## src/rtl/systolic_drain.sv

```systemverilog
//=============================================================================
// Module   : systolic_drain
// Purpose  : Output-side collector for the systolic matrix-multiply array.
//            Deskews the staggered bottom-row column results into aligned
//            rows, buffers them in a row FIFO and presents them on a
//            valid/ready stream. Back-pressures the array via array_active
//            when free FIFO space drops to STALL_MARGIN rows or fewer.
// Ports    : clock, reset_n (sync, active-low)
//            sum_in/act_in  - bottom-row maccout / activeout (column-packed)
//            array_active   - registered stall control to the array
//            out_data/out_valid/out_ready - aligned row stream
//            level, rows_out, skew_err, overflow - status
// Revision : 1.0 - initial release
//=============================================================================
`default_nettype none

module systolic_drain #(
  parameter int COLS         = 4,
  parameter int SUM_W        = 16,
  parameter int DEPTH        = 8,
  parameter int STALL_MARGIN = 5
) (
  input  logic                     clock,
  input  logic                     reset_n,
  input  logic [COLS*SUM_W-1:0]    sum_in,
  input  logic [COLS-1:0]          act_in,
  output logic                     array_active,
  output logic [COLS*SUM_W-1:0]    out_data,
  output logic                     out_valid,
  input  logic                     out_ready,
  output logic [$clog2(DEPTH):0]   level,
  output logic [15:0]              rows_out,
  output logic                     skew_err,
  output logic                     overflow
);

  localparam int c_AW = $clog2(DEPTH);
  localparam int c_LW = c_AW + 1;

  // Aligned row at the deskew output
  logic [COLS*SUM_W-1:0] w_al_data;
  logic [COLS-1:0]       w_al_act;

  // Column c is delayed COLS-1-c cycles so all columns of a row meet at once
  for (genvar c = 0; c < COLS; c++) begin : g_col
    localparam int c_D = COLS - 1 - c;
    if (c_D == 0) begin : g_direct
      assign w_al_data[c*SUM_W +: SUM_W] = sum_in[c*SUM_W +: SUM_W];
      assign w_al_act[c]                 = act_in[c];
    end else begin : g_delay
      logic [SUM_W-1:0] r_val [c_D];
      logic [c_D-1:0]   r_act;
      always_ff @(posedge clock) begin
        if (!reset_n) begin
          for (int i = 0; i < c_D; i++) r_val[i] <= '0;
          r_act <= '0;
        end else begin
          r_val[0] <= sum_in[c*SUM_W +: SUM_W];
          r_act[0] <= act_in[c];
          for (int i = 1; i < c_D; i++) begin
            r_val[i] <= r_val[i-1];
            r_act[i] <= r_act[i-1];
          end
        end
      end
      assign w_al_data[c*SUM_W +: SUM_W] = r_val[c_D-1];
      assign w_al_act[c]                 = r_act[c_D-1];
    end
  end

  // FIFO state
  logic [COLS*SUM_W-1:0] r_mem [DEPTH];
  logic [c_AW-1:0]       r_wr;
  logic [c_AW-1:0]       r_rd;
  logic [c_LW-1:0]       r_level;
  logic [COLS*SUM_W-1:0] r_out_data;
  logic                  r_out_valid;
  logic                  r_active;
  logic [15:0]           r_rows_out;
  logic                  r_skew_err;
  logic                  r_overflow;

  logic                  w_push;
  logic                  w_skew;
  logic                  w_full;
  logic                  w_pop;
  logic                  w_push_ok;
  logic                  w_ovf;
  logic [c_LW-1:0]       w_level_nxt;
  logic [c_AW-1:0]       w_rd_nxt;
  logic [COLS*SUM_W-1:0] w_head_nxt;
  logic                  w_active_nxt;

  always_comb begin
    w_push      = &w_al_act;
    w_skew      = (|w_al_act) & ~(&w_al_act);
    w_full      = (r_level == c_LW'(DEPTH));
    w_pop       = r_out_valid & out_ready;
    // When full, a simultaneous pop frees the slot the push needs
    w_push_ok   = w_push & (~w_full | w_pop);
    w_ovf       = w_push & w_full & ~w_pop;
    w_level_nxt = r_level + c_LW'(w_push_ok) - c_LW'(w_pop);
    w_rd_nxt    = w_pop ? r_rd + c_AW'(1) : r_rd;
    // The next head is the row being written this edge when it lands at the
    // next read slot (push into empty, or push+pop at level 1)
    if (w_push_ok && (w_rd_nxt == r_wr)) w_head_nxt = w_al_data;
    else                                 w_head_nxt = r_mem[w_rd_nxt];
    w_active_nxt = (DEPTH - int'(w_level_nxt)) > STALL_MARGIN;
  end

  // Storage has no reset; pointers and level define what is valid
  always_ff @(posedge clock) begin
    if (reset_n && w_push_ok) r_mem[r_wr] <= w_al_data;
  end

  always_ff @(posedge clock) begin
    if (!reset_n) begin
      r_wr        <= '0;
      r_rd        <= '0;
      r_level     <= '0;
      r_out_data  <= '0;
      r_out_valid <= 1'b0;
      r_active    <= 1'b0;
      r_rows_out  <= '0;
      r_skew_err  <= 1'b0;
      r_overflow  <= 1'b0;
    end else begin
      if (w_push_ok) r_wr <= r_wr + c_AW'(1);
      r_rd        <= w_rd_nxt;
      r_level     <= w_level_nxt;
      r_out_valid <= (w_level_nxt != '0);
      if (w_level_nxt != '0) r_out_data <= w_head_nxt;
      r_active    <= w_active_nxt;
      if (w_pop)  r_rows_out <= r_rows_out + 16'd1;
      if (w_skew) r_skew_err <= 1'b1;
      if (w_ovf)  r_overflow <= 1'b1;
    end
  end

  assign array_active = r_active;
  assign out_data     = r_out_data;
  assign out_valid    = r_out_valid;
  assign level        = r_level;
  assign rows_out     = r_rows_out;
  assign skew_err     = r_skew_err;
  assign overflow     = r_overflow;

endmodule

`default_nettype wire

```

## config.mk

```make
export PLATFORM = sky130hd
export DESIGN_NAME = systolic_drain
export DESIGN_NICKNAME = d
export VERILOG_FILES = /design/src/rtl/systolic_drain.sv
export SDC_FILE = /design/constraint.sdc
export NUM_CORES = 1
export LEC_CHECK = 0
export ABC_AREA = 1
export BUFFER_PORTS_ARGS = -buffer_cell sky130_fd_sc_hd__buf_2
export CAP_MARGIN = 15
export CORE_ASPECT_RATIO = 1.4
export CORE_MARGIN = 5
export CORE_UTILIZATION = 40
export DETAILED_ROUTE_END_ITERATION = 8
export GPL_TIMING_DRIVEN = 0
export PLACE_DENSITY = 0.54
export REMOVE_ABC_BUFFERS = 1
export SKIP_CTS_REPAIR_TIMING = 1
export SYNTH_ARGS = -nofsm -noshare
export SYNTH_HDL_FRONTEND = slang
export SYNTH_SLANG_ARGS = --single-unit
export TNS_END_PERCENT = 30
```

## constraint.sdc

```tcl
create_clock -name clock -period 10.35 [get_ports clock]
set_clock_uncertainty 0.2 [all_clocks]
set_input_delay 2.5875 -clock clock [delete_from_list [all_inputs] [get_ports clock]]
set_output_delay 2.5875 -clock clock [all_outputs]
set_load 0.02 [all_outputs]
```

After elaboration in Yosys (flattened, before gate mapping)
Memories as Yosys holds them, arrays and structs flattened. A register that Yosys moved wholly into a read port is not among the register bits.
Index checks and enable logic that the tools add are counted.
W data, S select, Z words.

word-level totals
  logic and storage cells = 55
  memory bits (writable) = 608
  latch bits = 0
  memory bits (read-only) = 0
  flip-flop bits (word level) = 36
  memories kept = 4

operators by class
  $mul = 0
  eq/ne operators = 1
  multiplexer cells = 12
  order comparisons = 1
  add/sub/neg operators = 6
  reductions and logical operators = 6
  divide/modulo/power cells = 0
  bitwise logic cells = 14
  shift operators = 0

memory list
  name                    words  width  read ports  clocked after Yosys merged registers in  write ports  line  RTL
  r_mem                   8      64     1           1                                        1            72    logic [COLS*SUM_W-1:0] r_mem [DEPTH];
  g_col[0].g_delay.r_val  3      16     3           0                                        3            51    logic [SUM_W-1:0] r_val [c_D];
  g_col[1].g_delay.r_val  2      16     2           0                                        2            51
  g_col[2].g_delay.r_val  1      16     1           0                                        1            51

operators by type and width
  cell                     count
  $mux W16                 6
  $add A16 B1 Y16 const B  1
  $reduce_or A16 Y1        1
  $add A3 B1 Y3 const B    2
  $or A1 B1 Y1             6
  $and A1 B1 Y1            5
  $gt A5 B4 Y1 const B     1
  $mux W1                  5
  $sub A4 B4 Y5 const A    1
  $add A4 B1 Y4            1
  $eq A4 B4 Y1 const B     1
  $reduce_and A4 Y1        1
  $reduce_bool A4 Y1       1
  $reduce_or A4 Y1         1
  $sub A4 B1 Y4            1
  $mux W3                  1
  $not A1 Y1               3
  $logic_and A1 B1 Y1      1
  $logic_not A1 Y1         1

Depth between registers and ports, before layout
Gate-level depths: netlist of the first run.

  depth in word-level cells = 8
  gate-level depth with buffers = 19

Least setup slack after synthesis of the first run
OpenSTA, ideal clock, no wires.

  path type = input to register
  start = input port out_ready
  end = memory r_mem[5][0] (netlist name) (enable)
  arrival time = 7.726 ns
  path buffers = 2
  setup slack = 1.860 ns
  stages = 8
  cells stage by stage = nand2_1 buf_6 nand3_2 nand3_1 inv_1 buf_2 nand2_1 nor3_1

on the way
  longest elaborated chain between the ends = 6

RTL lines
  element                        line  RTL
  start: declaration             30    input logic out_ready,
  $and A1 B1 Y1                  98    w_pop = r_out_valid & out_ready;
  $or A1 B1 Y1                   100   w_push_ok = w_push & (~w_full | w_pop);
  $and A1 B1 Y1                  100
  $logic_and A1 B1 Y1            113   if (reset_n && w_push_ok) r_mem[r_wr] <= w_al_data;
  $mux W1                        113
  $mux W1 (implied by the code)  113
  end: declaration               72

No other way between the ends.

Worst setup path in the final report of the first run
  start = input port out_ready
  end = register r_out_data[52] (netlist: out_data[52]) (read register of r_mem)

on the way
  longest elaborated chain between the ends = 6

RTL lines
  element                   line  RTL
  $and A1 B1 Y1 (*)         98
  $or A1 B1 Y1              100
  $and A1 B1 Y1             100
  $add A4 B1 Y4             102   w_level_nxt = r_level + c_LW'(w_push_ok) - c_LW'(w_pop);
  $sub A4 B1 Y4 (*)         102
  named net w_level_nxt[1]  89    logic [c_LW-1:0] w_level_nxt;
  $reduce_bool A4 Y1 (*)    132   if (w_level_nxt != '0) r_out_data <= w_head_nxt;
  end: declaration          76    logic [COLS*SUM_W-1:0] r_out_data;

Mark *: on every way through the listed nets, which the timed path passes. The rest lies on a longest branch.
A chain may end at the register's enable or synchronous reset.

==> reports/qor.txt, run 1 <==
Pin count of the biggest net entering global routing - 127
Clock root buffer - clkbuf_16
Final hold violation count - 0
Synthesized area - 28700 um2
Final cycle utilization of the critical path - 63.5%
DRC marker count from the first detailed-route iteration - 1431
Peak-usage layer in the global routing report - met2
Global-route wire length before repair - 113 mm
Endpoint class of the critical path - register
Global-route met1 utilization - 24.4%
Clock period minus final worst setup slack - 6.58 ns
Effective utilization at floorplan - 40.3%
Via density - 4.94
Remaining DRCs - 0
Area contributors post-synth - edfxtp_1, dfxtp_1, nand2_1
Chip Height - 327 um
Number of levels the H-tree was split into - 3
Max-cap violation count - 0
Most used standard cells in the synthesized netlist - nand2_1, edfxtp_1, inv_1
Relative max-transition margin - 36.6%
# nets final - 3113
Final slew viol count - 0
Area post-placement - 31000 um2
Overflow left after global routing - 0
Number of antenna-violating nets in the routed design - 0
Sequential cell area - 19300 um2
Routability Congestion - 0.756
Pre-antenna DRT Iters - 5
Count of clock tree sinks - 708
Sort of element at the start of the critical path - input pin
Yosys warnings - 0
Most used standard cell by instance count after synthesis - nand2_1
Clock insertion delay at the later pin of the skew report - 0.61 ns
Category of the critical setup timing path - in -> reg
Max FO, Critical Path - 49
Worst R2R Setup Slack - 5.38 ns
Gr usage total - 18.5%
Part of the Yosys area used for sequential elements - 67.3%
Count of buffers from port buffering - 158
Highest clock rate - 0.152 GHz
Share of layout cells above drive strength 1 - 10.8%
Number of antenna violations at the first check in global routing - 4
Worst path arrival time - 6.87 ns
Netlist cell types - 29
Post-synth EDFFs - 512
GR Layer Usage met2 - 31.2%
DP Cell Count - 3901
Static Leak - 14.9 nW
Area share of the largest cell type after synthesis - 53.6%
Post-detailed-placement half-perimeter wirelength - 40.6 mm
Total wirelength of the detailed-routed design - 72.9 mm
Die W - 236 um
Vias post-DR - 19944
Layout area overhead - 16.4%
Number of buffers created by CTS - 72
Clock-pin slew reported for the worst setup and hold paths after clock tree synthesis - 0.06 ns
Worst hold-check path type - reg -> reg
Site row count - 116
Slew @ Worst Pin - 0.951 ns
Area leader, netlist - edfxtp_1
Average footprint of a synthesized cell - 9.88 um2
Via count of the first global-routing pass - 20118
Setup total negative slack - 0 ns
CTS Buffer Depth - 3
Worst slack at placement - 3.05 ns
Combined area of the multi-input logic cells - 7260 um2
Total design power - 0.00789 W
Data required, critical path - 10.64 ns
Most used flip-flop cell after synthesis - edfxtp_1
Worst IR Drop VDD - 0.000233 V
Number of non-filler instances in the completed layout - 4035
Final instance area - 33400 um2
Min setup slack post-route - 3.77 ns
Endpoints failing setup - 0
Area of the die - 77300 um2
FF+latch count, synth - 708
Filler Cell Count - 6526
Async SR Flop Fraction - 0%
Number of instances in the synthesized netlist - 2905
Status - finished clean
Average detailed-routed wire length per instance - 18.1 um
Met3 usage - 3.22%
Clock tree from TritonCTS - built
Power Density - 236 nW/um2
# IOs - 159
Core area - 71300 um2
Setup repair after global routing missed its margin - false
## power breakdown
part           switching, W  leakage, nW  internal [W]
clock network       0.00107         1.17       0.00153
logic               0.00142         7.37      0.000617
registers         0.0000884         6.31       0.00317
## critical path: stages
cell	delay [ns]
buf_2	0.15
nand2_1	0.40
nand3_2	0.16
nand2_1	0.13
inv_1	0.09
nand2_1	0.07
nand2_1	0.06
ha_1	0.21
fa_1	0.53
inv_1	0.11
ha_1	0.15
inv_1	0.05
nor2_1	0.25
nand3_4	0.49
buf_16	0.42
nand2_2	0.63
nor2_1	0.11
nand2_1	0.14
nand2_1	0.07
## state kept, by name, indices dropped and copies added, names as in the netlist
register	flops
overflow	1
r_mem	512
g_col.g_delay.r_act	6
level	4
r_rd	3
array_active	1
skew_err	1
rows_out	16
g_col.g_delay.r_val	96
out_data	64
out_valid	1
r_wr	3
## layout by cell type, fill, tap and decap left out, drive strengths merged
master    n
nand2   817
edfxtp  512
inv     418
nand3   390
nor2    251
buf     206
dfxtp   196
clkbuf  104
o21ai    48
nand4    45
nand3b   41
clkinv   20
a21oi    14
ha        9
bufinv    4
xor2      3
nor3      3
o21a      2
diode     1
and2      1
o21bai    1
or4       1
a31oi     1
a211oi    1
a21o      1
fa        1
## worst paths after layout
path / cells after the start / endpoint / from
hold / removal: 2 / g_col[0].g_delay.r_val[0][18] / g_col[0].g_delay.r_val[0][2]
setup / recovery: 19 / out_data[52] / out_ready
hold reg to reg: 2 / g_col[0].g_delay.r_val[0][18] / g_col[0].g_delay.r_val[0][2]
setup reg to reg: 18 / out_data[52] / out_valid
## logic make-up after synthesis
logic type	count (synthesis)	synth area share (%)
flip-flops	708	67.3
AO/OA/AOI/OAI	68	1.23
buffers and inverters	567	7.88
AND/OR/NAND/NOR	1549	23.1
XOR/XNOR	3	0.0916
adder cells (fa/ha/maj)	10	0.462
## routing by layer
metal	routed length [um]	vias up
met1	31000	9559
li1	-	9630
met3	4740	136
met5	19	-
met4	1880	2
met2	35200	617
## final cells by class
cell class / count / area share [%]
Multi-Input combinational cell: 1630 / 21.7
Clock inverter: 28 / 0.723
Clock buffer: 104 / 6.35
Sequential cell: 708 / 57.8
Tap cell: 944 / 3.54
Timing Repair Buffer: 206 / 5.21
Antenna cell: 1 / 0.00749
Inverter: 414 / 4.67
## stage by stage
step	hold slack, ns	util, %
floorplan	0.190	-
global placement	0.193	42.0
detailed placement	0.195	43.5
CTS	0.208	46.9
global route	0.224	46.9
finish	0.208	46.9
Note: power is estimated with default switching activity, not from simulation.
==> run 2: changes to the inputs <==
--- a/config.mk
+++ b/config.mk
@@ -5,7 +5,7 @@
 export SDC_FILE = /design/constraint.sdc
 export NUM_CORES = 1
 export LEC_CHECK = 0
-export ABC_AREA = 1
+export ABC_AREA = 0
 export BUFFER_PORTS_ARGS = -buffer_cell sky130_fd_sc_hd__buf_2
 export CAP_MARGIN = 15
 export CORE_ASPECT_RATIO = 1.4
@@ -13,7 +13,7 @@
 export CORE_UTILIZATION = 40
 export DETAILED_ROUTE_END_ITERATION = 8
 export GPL_TIMING_DRIVEN = 0
-export PLACE_DENSITY = 0.54
+export PLACE_DENSITY = 0.56
 export REMOVE_ABC_BUFFERS = 1
 export SKIP_CTS_REPAIR_TIMING = 1
 export SYNTH_ARGS = -nofsm -noshare
==> constraint.sdc (replaced) <==
create_clock -name clock -period 5.6 [get_ports clock]
set_clock_uncertainty 0.2 [all_clocks]
set_input_delay 1.4 -clock clock [delete_from_list [all_inputs] [get_ports clock]]
set_output_delay 1.4 -clock clock [all_outputs]
set_load 0.02 [all_outputs]
==> run 2 against run 1 <==
  * Global-route usage grew 1.3 points
  * Utilization grew 1.0 points
  * Synthesized area shrank 0.29%
  * Sequential share of layout area is 1.2 points lower
  * Hold slack improved by 0.021 ns
  * Cell area increased by 2.1%
  * Critical path type unchanged
  * Critical endpoint is now out_data[15]
  * Largest power group unchanged
==> reports/qor.txt, run 2 <==
Data required, critical path - 5.93 ns (-4.71 ns)
Final slew viol count - 0 (unchanged)
Core area - 71300 um2 (unchanged)
Overflow left after global routing - 0 (unchanged)
Largest stage delay on the critical path - 0.73 ns (+0.10 ns)
Number of levels the H-tree was split into - 3 (unchanged)
Slew @ Worst Pin - 1.10 ns (+0.149 ns)
Worst hold-check path type - reg -> reg
# nets final - 2402 (-23%)
Netlist cell types - 62 (+110%)
Beginning of the worst hold path - g_col[0].g_delay.r_val[0][0]
Register name with the most flops - r_mem
Category of the critical setup timing path - in -> reg
Power Density - 419 nW/um2 (+78%)
Number of cells on the worst reg-to-reg path - 14 (-4)
Setup repair after global routing missed its margin - false
Effective utilization at floorplan - 40.1% (-0.12 points)
Part of the Yosys area used for sequential elements - 67.5% (+0.20 points)
CTS Buffer Depth - 3 (unchanged)
Average detailed-routed wire length per instance - 23.8 um (+32%)
Via density - 5.75 (+16%)
Worst path arrival time - 5.71 ns (-1.16 ns)
Global-route wire length before repair - 119 mm (+4.9%)
Endpoints failing setup - 0 (unchanged)
Number of antenna-violating nets in the routed design - 0 (unchanged)
Source of the critical timing path - out_ready
Share of layout cells above drive strength 1 - 17.2% (+6.3 points)
Number of buffers created by CTS - 72 (unchanged)
Worst IR Drop VDD - 0.000229 V (-1.9%)
Status - finished clean
Count of inserted antenna diode cells - 0 (-1)
Area contributors post-synth - edfxtp_1, dfxtp_1, nand3_1
Pin count of the biggest net entering global routing - 84 (-34%)
Layout area overhead - 19.3%
Most used cells in the layout excluding fill and tap cells - edfxtp_1, nand3_1, dfxtp_1
Pre-antenna DRT Iters - 7 (+2)
Highest clock rate - 0.186 GHz
Sequential cell area - 19300 um2 (about the same)
Critical path's most frequent cell - ha_1
Most used standard cells in the synthesized netlist - edfxtp_1, nand3_1, dfxtp_1
Leading cell type in the layout, fill and taps excluded - edfxtp_1
Library cell contributing the largest single delay on the critical path - a311oi_4
Endpoint class of the critical path - register
Max FO, Critical Path - 37 (-24%)
Count of buffers from port buffering - 158 (unchanged)
Most used standard cell by instance count after synthesis - edfxtp_1
Worst slack at placement - -0.795 ns (-3.84 ns)
Max-cap violation count - 0 (unchanged)
# IOs - 159 (unchanged)
Clock-pin slew reported for the worst setup and hold paths after clock tree synthesis - 0.06 ns (about the same)
Area of the die - 77000 um2 (-0.28%)
Number of antenna violations at the first check in global routing - 0 (-4)
Final hold violation count - 0 (unchanged)
Endpoint of the most critical register-to-register path - out_data[33]
Number of instances in the synthesized netlist - 2190 (-25%)
Async SR Flop Fraction - 0% (unchanged)
Worst Path Buf+Inv - 5 (unchanged)
Clock insertion delay at the later pin of the skew report - 0.61 ns (about the same)
Via count of the first global-routing pass - 19474 (-3.2%)
Remaining DRCs - 0 (unchanged)
Most used flip-flop cell after synthesis - edfxtp_1
Routability Congestion - 0.748 (-1.1%)
FF+latch count, synth - 708 (unchanged)
Die W - 236 um (-0.14%)
Total design power - 0.0143 W (+81%)
Average footprint of a synthesized cell - 13.1 um2 (+32%)
Post-detailed-placement half-perimeter wirelength - 47.5 mm (+17%)
Family of cells with the greatest summed delay on the critical path - compound AO/OA/AOI/OAI gates
Site row count - 116 (unchanged)
Area leader, netlist - edfxtp_1
Area share of the largest cell type after synthesis - 53.7% (+0.16 points)
Gr usage total - 19.8% (+1.3 points)
Filler Cell Count - 6119 (-6.2%)
Clock period minus final worst setup slack - 5.38 ns
Hold-critical path depth - 1 (-1)
Static Leak - 12.2 nW (-18%)
Clock tree from TritonCTS - built
DRC marker count from the first detailed-route iteration - 1432 (+0.070%)
Chip Height - 326 um (-0.14%)
Hold-critical path endpoint - g_col[0].g_delay.r_val[0][16]
Post-synth EDFFs - 512 (unchanged)
Clock root buffer - clkbuf_16
Min setup slack post-route - 0.222 ns (-3.55 ns)
Combined area of the multi-input logic cells - 8580 um2 (+18%)
R2r startpoint - out_valid
Sort of element at the start of the critical path - input pin
Synthesized area - 28600 um2 (-0.29%)
Count of clock tree sinks - 708 (unchanged)
Worst R2R Setup Slack - 0.53 ns (-4.85 ns)
Total wirelength of the detailed-routed design - 79.3 mm (+8.8%)
Critical path, cell by cell - buf_2 > nand2_8 > buf_12 > nand3_1 > nand2b_1 > o21ai_0 > ha_1 > fa_1 > inv_1 > ha_1 > nand2_1 > a21oi_4 > buf_16 > a311oi_4 > buf_6 > a221o_1
Relative max-transition margin - 26.4% (-10 points)
Yosys warnings - 0 (unchanged)
Final cycle utilization of the critical path - 96.0%
Largest register FFs - 512 (unchanged)
Vias post-DR - 19115 (-4.2%)
[run 2: area by class of cell]
cell class                      count  share of cell area, %
Multi-Input combinational cell   1241                   25.2
Sequential cell                   708                   56.6
Clock buffer                      105                   6.38
Tap cell                          944                   3.46
Clock inverter                     28                  0.697
Timing Repair Buffer              242                   7.10
Inverter                           56                  0.616
[run 2: worst max path at each step]
| stage | to | slack [ns] | depth (start not counted) |
|---|---|---|---|
| detailed placement | out_data[60] | -0.80 | 16 |
| finish | out_data[15] | 0.22 | 16 |
| global route | out_data[50] | 0.05 | 16 |
| global placement | r_mem[1][19] | -13.96 | 5 |
| CTS | out_data[41] | -0.17 | 16 |
| floorplan | r_mem[1][0] | -4.41 | 4 |
[run 2: report_power, final]
group	internal (W)	leakage (nW)	switching, W
clock	0.00285	1.20	0.00199
combinational	0.00123	4.73	0.00211
sequential	0.00588	6.27	0.000248
[run 2: per-layer routing]
layer  wire, um  GRT usage [%]
met5          0              0
met3       4630           3.03
met2      39300           34.0
met4       2330           7.41
met1      33000           25.4
[run 2: metrics by stage]
| step | cell area, um2 | hold slack (ns) | utilization, % | setup TNS (ns) | instances |
|---|---|---|---|---|---|
| after detailed placement | 31700 | 0.221 | 44.4 | -39.84 | 3188 |
| after global placement | 29800 | 0.214 | 41.8 | -5632.55 | 3106 |
| after CTS | 34100 | 0.232 | 47.8 | -4.13 | 3321 |
| after global routing | 34100 | 0.250 | 47.9 | 0 | 3324 |
| final | 34100 | 0.229 | 47.9 | 0 | 3324 |
| after floorplan | 27800 | 0.212 | - | -1385.51 | 2004 |
[run 2: kinds of logic after synthesis]
logic type                 after synthesis  share of synthesized area [%]
buffers and inverters                  242                           3.49
and+or+nand+nor                        692                           12.9
xor gates and xnor gates                20                          0.612
AOI/OAI and AO/OA                      452                           12.7
muxes                                   66                           2.35
DFF                                    708                           67.5
adders and majority gates               10                          0.464
==> run 3: changes to the inputs <==
--- a/config.mk
+++ b/config.mk
@@ -13,7 +13,7 @@
 export CORE_UTILIZATION = 40
 export DETAILED_ROUTE_END_ITERATION = 8
 export GPL_TIMING_DRIVEN = 0
-export PLACE_DENSITY = 0.56
+export PLACE_DENSITY_LB_ADDON = 0.25
 export REMOVE_ABC_BUFFERS = 1
 export SKIP_CTS_REPAIR_TIMING = 1
 export SYNTH_ARGS = -nofsm -noshare
==> run 3 against run 2 <==
  * Critical path depth decreased by 1
  * Clock power decreased by 3%
  * Flip-flop and latch count unchanged
  * Register-to-register slack got worse by 0.22 ns
  * Combinational power about the same
  * Clock-buffer cell count decreased by 2
  * Highest routed layer unchanged
  * Global-route usage about the same
  * Utilization decreased by 0.22 points
  * Critical endpoint is now out_data[51]
  * Die area unchanged
  * Non-clock buffer count decreased by 3
==> reports/qor.txt, run 3 (synthesized netlist as in run 2, its figures left out) <==
Max FO, Critical Path - 32 (-14%)
Global-route wire length before repair - 119 mm (+0.17%)
Number of buffers created by CTS - 71 (-1.4%)
Pin count of the biggest net entering global routing - 88 (+4.8%)
R2r startpoint - r_rd[1]
Sequential cell area - 19300 um2 (unchanged)
Clock root buffer - clkbuf_16
Chip Height - 326 um (unchanged)
Die W - 236 um (unchanged)
Power Density - 418 nW/um2 (-0.36%)
Gr usage total - 19.7% (-0.031 points)
Worst setup path end - out_data[51]
Leading cell type in the layout, fill and taps excluded - edfxtp_1
Remaining DRCs - 0 (unchanged)
Worst R2R Setup Slack - 0.31 ns (-0.22 ns)
Most used cells in the layout excluding fill and tap cells - edfxtp_1, nand3_1, dfxtp_1
Number of cells on the worst reg-to-reg path - 9 (-5)
Count of clock tree sinks - 708 (unchanged)
DRC marker count from the first detailed-route iteration - 1474 (+2.9%)
Final slew viol count - 0 (unchanged)
# nets final - 2399 (-0.12%)
Number of antenna-violating nets in the routed design - 0 (unchanged)
Vias post-DR - 19139 (+0.13%)
Static Leak - 12.1 nW (-0.66%)
Total wirelength of the detailed-routed design - 79.5 mm (+0.30%)
Area of the die - 77000 um2 (unchanged)
Clock insertion delay at the later pin of the skew report - 0.61 ns (about the same)
Endpoint of the most critical register-to-register path - out_data[13]
Filler Cell Count - 6154 (+0.57%)
Final cycle utilization of the critical path - 94.7% (-1.3 points)
Pre-antenna DRT Iters - 5 (-2)
Number of antenna violations at the first check in global routing - 1 (+1)
Routability Congestion - 0.731 (-2.2%)
Endpoint class of the critical path - register
Core area - 71300 um2 (unchanged)
Final hold violation count - 0 (unchanged)
Setup repair after global routing missed its margin - false
Clock period minus final worst setup slack - 5.30 ns (-0.0752 ns)
Post-detailed-placement half-perimeter wirelength - 46.6 mm (-1.8%)
Share of layout cells above drive strength 1 - 16.8% (-0.39 points)
Worst IR Drop VDD - 0.000242 V (+5.8%)
Worst hold-check path type - reg -> reg
Final instance area - 34000 um2 (-0.46%)
Overflow left after global routing - 0 (unchanged)
Setup total negative slack - 0 ns (unchanged)
Data required, critical path - 5.95 ns (+0.02 ns)
Count of inserted antenna diode cells - 0 (unchanged)
DP Cell Count - 3186 (-0.063%)
CTS Buffer Depth - 3 (unchanged)
Endpoints failing setup - 0 (unchanged)
# IOs - 159 (unchanged)
Via density - 5.76 (+0.25%)
Number of levels the H-tree was split into - 3 (unchanged)
Largest register FFs - 512 (unchanged)
Source of the critical timing path - out_ready
Via count of the first global-routing pass - 19619 (+0.74%)
Relative max-transition margin - 26.6% (+0.11 points)
Status - finished clean
Site row count - 116 (unchanged)
Number of non-filler instances in the completed layout - 3320 (-0.12%)
Combined area of the multi-input logic cells - 8590 um2 (+0.10%)
Effective utilization at floorplan - 40.1% (unchanged)
Area post-placement - 31600 um2 (-0.23%)
Sort of element at the start of the critical path - input pin
Register name with the most flops - r_mem
Worst path arrival time - 5.65 ns (-0.06 ns)
Clock-pin slew reported for the worst setup and hold paths after clock tree synthesis - 0.06 ns (about the same)
Max-cap violation count - 0 (unchanged)
Count of buffers from port buffering - 158 (unchanged)
Highest clock rate - 0.189 GHz (+1.4%)
Category of the critical setup timing path - in -> reg
Clock tree from TritonCTS - built
Layout area overhead - 18.7%
Average detailed-routed wire length per instance - 23.9 um (+0.42%)
Slew @ Worst Pin - 1.10 ns (-0.00168 ns)
==> run 3: cell types whose count changed in the layout (fill, tap and decap cells not counted), sizes merged <==
cell      delta
clkinv       -3
bufinv       -2
buf          -3
clkinvlp     -1
clkbuf       -2
a21oi        +1
inv          +6
==> run 3: how the worst min path moves through the flow <==
stage                                   from                            end  slack, ns  cells after the start
4_1_cts         g_col[1].g_delay.r_val[0][5]  g_col[1].g_delay.r_val[0][21]       0.23                      1
5_1_grt        g_col[1].g_delay.r_val[0][10]  g_col[1].g_delay.r_val[0][26]       0.24                      1
3_3_place_gp    g_col[1].g_delay.r_val[0][5]  g_col[1].g_delay.r_val[0][21]       0.22                      1
3_5_place_dp    g_col[1].g_delay.r_val[0][5]  g_col[1].g_delay.r_val[0][21]       0.22                      1
6_report           g_col[1].g_delay.r_act[0]      g_col[1].g_delay.r_act[1]       0.23                      1
2_1_floorplan      g_col[0].g_delay.r_act[0]      g_col[0].g_delay.r_act[1]       0.21                      1
==> run 3: layout make-up <==
cell class                 instances  area share (%)
clock buffer                     103            6.31
clock inverter                    28           0.549
tap                              944            3.48
multi-input combinational       1242            25.3
timing repair buffer             239            6.90
inverter                          56           0.619
sequential                       708            56.8
==> run 3: critical path, cell delays in order <==
cell	delay [ns]
buf_2	0.36
nand2_8	0.27
nand3_1	0.21
nand2b_1	0.28
o21ai_0	0.27
ha_1	0.22
fa_1	0.48
inv_1	0.11
ha_1	0.17
nand2_1	0.32
a211oi_4	0.81
buf_8	0.28
buf_16	0.18
and2_1	0.14
a221o_1	0.11
==> run 3: power breakdown <==
part	total, W	internal, W	switching (W)
registers	0.00611	0.00588	0.000234
logic	0.00337	0.00118	0.00219
clock network	0.00470	0.00273	0.00198
total	0.0142	0.00978	0.00441
==> run 3: through the flow <==
| step | util (%) | worst slack [ns] | hold slack, ns | power, W |
|---|---|---|---|---|
| global placement | 41.8 | -13.90 | 0.218 | 0.00926 |
| detailed placement | 44.3 | -0.806 | 0.217 | 0.00950 |
| finish | 47.7 | 0.298 | 0.226 | 0.0142 |
| floorplan | - | -4.41 | 0.212 | 0.00801 |
| CTS | 47.6 | -0.197 | 0.232 | 0.0142 |
| global route | 47.7 | 0.0993 | 0.240 | 0.0148 |
==> run 3: routing by layer <==
layer  vias to the layer above  track usage (%)  part of all wire [%]
li1                       8617                -                     -
met3                       157             3.18                   6.1
met5                         -                0                     0
met4                         0             7.65                   3.3
met2                       674             33.1                    49
met1                      9691             25.9                    42
